$ cat config.mk
export PLATFORM = sky130hd
export DESIGN_NAME = haar_stage_evaluator
export DESIGN_NICKNAME = d
export VERILOG_FILES = /design/src/rtl/haar_stage_evaluator.sv
export SDC_FILE = /design/constraint.sdc
export NUM_CORES = 1
export LEC_CHECK = 0
export BUFFER_PORTS_ARGS = -buffer_cell sky130_fd_sc_hd__buf_2
export CORE_AREA = 5 5 149 151
export CTS_CLUSTER_SIZE = 8
export DETAILED_ROUTE_END_ITERATION = 12
export DIE_AREA = 0 0 154 156
export GPL_ROUTABILITY_DRIVEN = 0
export PLACE_DENSITY = 0.92
export SLEW_MARGIN = 20
export SYNTH_ARGS = -nofsm -noshare
export SYNTH_HDL_FRONTEND = slang
export SYNTH_SLANG_ARGS = --single-unit
$ cat constraint.sdc
create_clock -name clk -period 8.4 [get_ports clk]
set_input_delay 0.84 -clock clk [delete_from_list [all_inputs] [get_ports clk]]
set_output_delay 0.84 -clock clk [all_outputs]
set_load 0.02 [all_outputs]
$ cat src/rtl/haar_stage_evaluator.sv
`default_nettype none
// ============================================================================
// Module   : haar_stage_evaluator
// Function : Walks one cascade stage's weak classifiers, sums the selected
//            leaves and returns a registered pass/fail verdict.
// Revision : 1.0  initial release
// ============================================================================
module haar_stage_evaluator #(
  parameter int ADDR_W = 16,
  parameter int SUM_W  = 32
) (
  input  logic                     clk,
  input  logic                     reset,
  input  logic                     start,
  input  logic [ADDR_W-1:0]        stage_start_address,
  input  logic [ADDR_W-1:0]        no_of_weak_classifiers,
  input  logic signed [SUM_W-1:0]  stage_threshold,
  output logic [ADDR_W-1:0]        wc_addr,
  input  logic [63:0]              wc_data,
  output logic                     feat_req,
  output logic [15:0]              feat_idx,
  input  logic                     feat_valid,
  input  logic signed [15:0]       feat_value,
  output logic                     busy,
  output logic                     done,
  output logic                     stage_valid
);

  typedef enum logic [2:0] {
    S_IDLE   = 3'd0,
    S_FETCH  = 3'd1,
    S_WAIT   = 3'd2,
    S_FEAT   = 3'd3,
    S_DECIDE = 3'd4,
    S_DONE   = 3'd5
  } state_t;

  state_t                    r_state;
  state_t                    w_next;
  logic [ADDR_W-1:0]         r_base;
  logic [ADDR_W-1:0]         r_count;
  logic [ADDR_W-1:0]         r_i;
  logic signed [SUM_W-1:0]   r_thr;
  logic signed [SUM_W-1:0]   r_sum;
  logic signed [15:0]        r_node_thr;
  logic signed [15:0]        r_left;
  logic signed [15:0]        r_right;
  logic [ADDR_W-1:0]         w_i_next;
  logic signed [15:0]        w_leaf;
  logic signed [SUM_W-1:0]   w_leaf_ext;

  assign w_i_next   = r_i + 1'b1;
  assign w_leaf     = (feat_value < r_node_thr) ? r_left : r_right;
  assign w_leaf_ext = {{(SUM_W-16){w_leaf[15]}}, w_leaf};
  assign busy       = (r_state != S_IDLE);

  always_ff @(posedge clk or posedge reset) begin
    if (reset) begin
      r_state <= S_IDLE;
    end else begin
      r_state <= w_next;
    end
  end

  always_comb begin
    w_next = r_state;
    case (r_state)
      S_IDLE: begin
        if (start) begin
          w_next = (no_of_weak_classifiers == '0) ? S_DECIDE : S_FETCH;
        end
      end
      S_FETCH:  w_next = S_WAIT;
      S_WAIT:   w_next = S_FEAT;
      S_FEAT: begin
        if (feat_valid) begin
          w_next = (w_i_next == r_count) ? S_DECIDE : S_FETCH;
        end
      end
      S_DECIDE: w_next = S_DONE;
      S_DONE:   w_next = S_IDLE;
      default:  w_next = S_IDLE;
    endcase
  end

  // wc_addr is loaded on the edge entering FETCH so the BRAM samples it at the
  // end of FETCH and the record is on wc_data throughout WAIT.
  always_ff @(posedge clk or posedge reset) begin
    if (reset) begin
      r_base      <= '0;
      r_count     <= '0;
      r_i         <= '0;
      r_thr       <= '0;
      r_sum       <= '0;
      r_node_thr  <= '0;
      r_left      <= '0;
      r_right     <= '0;
      wc_addr     <= '0;
      feat_req    <= 1'b0;
      feat_idx    <= '0;
      done        <= 1'b0;
      stage_valid <= 1'b0;
    end else begin
      done <= 1'b0;
      case (r_state)
        S_IDLE: begin
          if (start) begin
            r_base      <= stage_start_address;
            r_count     <= no_of_weak_classifiers;
            r_thr       <= stage_threshold;
            r_sum       <= '0;
            r_i         <= '0;
            stage_valid <= 1'b0;
            if (no_of_weak_classifiers != '0) begin
              wc_addr <= stage_start_address;
            end
          end
        end
        S_WAIT: begin
          r_node_thr <= wc_data[63:48];
          r_left     <= wc_data[47:32];
          r_right    <= wc_data[31:16];
          feat_idx   <= wc_data[15:0];
          feat_req   <= 1'b1;
        end
        S_FEAT: begin
          if (feat_valid) begin
            feat_req <= 1'b0;
            r_sum    <= r_sum + w_leaf_ext;
            r_i      <= w_i_next;
            if (w_i_next != r_count) begin
              wc_addr <= r_base + w_i_next;
            end
          end
        end
        S_DECIDE: begin
          stage_valid <= (r_sum >= r_thr);
          done        <= 1'b1;
        end
        default: begin
        end
      endcase
    end
  end

endmodule
`default_nettype wire

==> flow_summary.toml <==
[status]
status = "finished clean"

[clocking]
clkLatencyLatePin_ns = 0.45
cts_buffers = 17
postCtsSetupBuffers = 0
htreeDepth = 4
cts-root-buf = "clkbuf_16"
cts_tree = "yes"
clk_pin_slew_worst_paths_ns = 0.07
clk_path_buf_depth = 2
holdBufCountCts = 0
cts_resized = 0
clock_sinks = 198

[placed_design]
dp_hpwl_um = 20700
portBuffers = 183

[synthesis]
yosys_warnings = 0
synthCells = 1149
synth_seq_cells = 198
synth.distinct_cells = 71
yosysMostFrequentCell = "dfrtp_1"
ys_seq_area_share_pct = 42.2
synthArstFlopShare_pct = 100
yosysTopAreaCell = "dfrtp_1"
ys.flop_type = "dfrtp_1"
synthTopCellsByCount = "198 x dfrtp_1, 124 x nand2_1, 106 x o21ai_0"
syn_area_sq_mm = 0.0117
synth.area.top_cells = "dfrtp_1 42%, ha_1 11%, mux2_2 9.5%"
synth_fp_nets = 1401
synth_edf_count = 0
avgSynthCellArea_sq_um = 10.2
yosysTopAreaCellShare_pct = 42.2

[grt]
grt_pass1_vias = 9707
grt_overflow = 0
grt_max_degree = 126
grt_use_total_pct = 23.8
grt_pass1_wl_um = 46800
antenna_found_initial = 5

[setup_path]
critPathKind = "input port to flop"
crit_chain = "buf_2 > ha_1 > and4_1 > o31ai_1 > or4_1 > a31oi_1 > o22ai_2 > mux2i_2 > inv_1 > ha_1 > and3_1 > nand3_1 > nand3b_1 > o211ai_1 > o41ai_2 > o31ai_1 > o41ai_2 > xnor2_1 > o21ai_1"
worstSetupStartpointType = "input port"
path_buf_inv = 2
max_stage_delay_ns = 0.52
critPathArrivalTime_ns = 5.55
cp_max_fo = 18
crit_path_end_kind = "flop"
cp_slowest_cell = "inv_1"
crit_family = "compound AO/OA/AOI/OAI gates"
critPathRequiredTime_ns = 8.72

[sta]
slew_headroom_pct = 38.2
setup_tns_ns = 0
finalSetupViolCount = 0
finalCritPeriodShare_pct = 62.3
slew_viol_final = 0
finalHoldViolations = 0
rsz0062_at_grt = "false"
fin_worst_skew_ns = 0.0173
worst_slew_pin_slew_ns = 0.928
max_clock_freq_ghz = 0.191
fin_crit_ns = 5.23

[floorplanning]
die_w_um = 154
die_h_um = 156
core-area_sq_mm = 0.0207
initial_core_util_pct = 56.7
dieArea_sq_mm = 0.0240
io_pins = 184
fp-row-count = 53

[pwr]
p_leak_nw = 6.61
pwr_density_cell_mw_per_mm2 = 421
irDropWorstVdd_mv = 0.218

[route]
vias = 9409
drt-total-wl_um = 28800
drcViolationCount = 0
drtIter0Drc = 622
drtAntennaViolNets = 0
wl_per_cell_um = 17.9
via_per_inst = 5.86
first_pass_iters = 6

[layout]
n_fill_cell = 1548
final_nets = 1567
drive_above_1_share_pct = 26.1
final_util_pct = 65.1
syn_to_final_growth_pct = 14.8

[worst_hold_path]
hold_class = "flop to flop"

[run]
cap_violations = 0
## per-layer routing
metal	routed length [um]	global-route usage, %	up-vias	part of all wire (%)
met5	13	0	-	0.045
met4	878	10.1	2	3.1
met3	1490	4.77	81	5.2
met2	15000	41.1	311	52
met1	11400	29.2	4595	40
li1	-	-	4420	-
## flip-flops by register name (all words and copies together) (netlist names)
signal and count:
r_sum 32, r_thr 32, feat_idx 16, r_base 16
r_count 16, r_i 16, r_left 16, r_node_thr 16
r_right 16, wc_addr 16, r_state 3, done 1
feat_req 1, stage_valid 1
## path summary, 6_finish.rpt
path | start | endpoint | slack, ns | cells after the start
max | feat_value[10] | r_sum[29] | 3.17 | 19
min | r_left[6] | r_left[6] | 0.51 | 1
max reg2reg | r_node_thr[1] | r_sum[29] | 3.28 | 18
min reg2reg | r_left[6] | r_left[6] | 0.51 | 1
max in group asynchronous | reset | r_count[7] | 6.43 | 3
min in group asynchronous | reset | done | 0.53 | 2
## cell type report
cell class	instances	area [sq um]	area share [%]
sequential	198	4950	36.8
antenna	4	10.0	0.0743
clock buffer	18	429	3.19
timing repair buffer	189	961	7.14
clock inverter	14	136	1.01
tap	275	344	2.56
inverter	64	248	1.84
multi-input combinational	845	6380	47.4
## stage by stage
stage,hold WS (ns),cell area (sq um),std cells,power (W),worst slack [ns]
2_1_floorplan,0.475,11700,1149,0.00405,2.16
3_3_place_gp,0.484,12900,1571,0.00460,2.89
3_5_place_dp,0.491,12900,1571,0.00480,2.79
4_1_cts,0.509,13500,1603,0.00565,3.25
5_1_grt,0.515,13500,1607,0.00612,2.87
6_report,0.506,13500,1607,0.00566,3.17
## power breakdown
group | switching [W] | internal [W]
logic | 0.00179 | 0.00140
clock network | 0.000413 | 0.000394
registers | 0.000273 | 0.00139
## cell usage in the layout (no fill, tap or decap), types with 8 or more instances in the layout
cell and n:
a21o_1 30, a21oi_1 54, a22o_1 9, a31oi_1 15, and2_1 9, and3_1 9
buf_2 183, clkbuf_16 17, dfrtp_1 198, ha_1 102, inv_1 63, mux2_2 99
nand2_1 124, nand2b_1 8, nand3_1 16, nand4_1 13, nor2_1 58, nor3_1 14
o211ai_1 8, o21ai_0 105, o21ai_1 9, xnor2_1 28, xor2_1 31
## cells by family after synthesis
group	Yosys count	share of synthesized area, %
AO/OA/AOI/OAI	271	14.2
adder cells (fa/ha/maj)	104	11.2
multiplexers	104	9.97
buffers and inverters	106	3.53
AND/OR/NAND/NOR	296	12.3
flip-flops	198	42.2
XOR/XNOR	70	6.55
No activity file was read; power rests on OpenSTA's default activity.
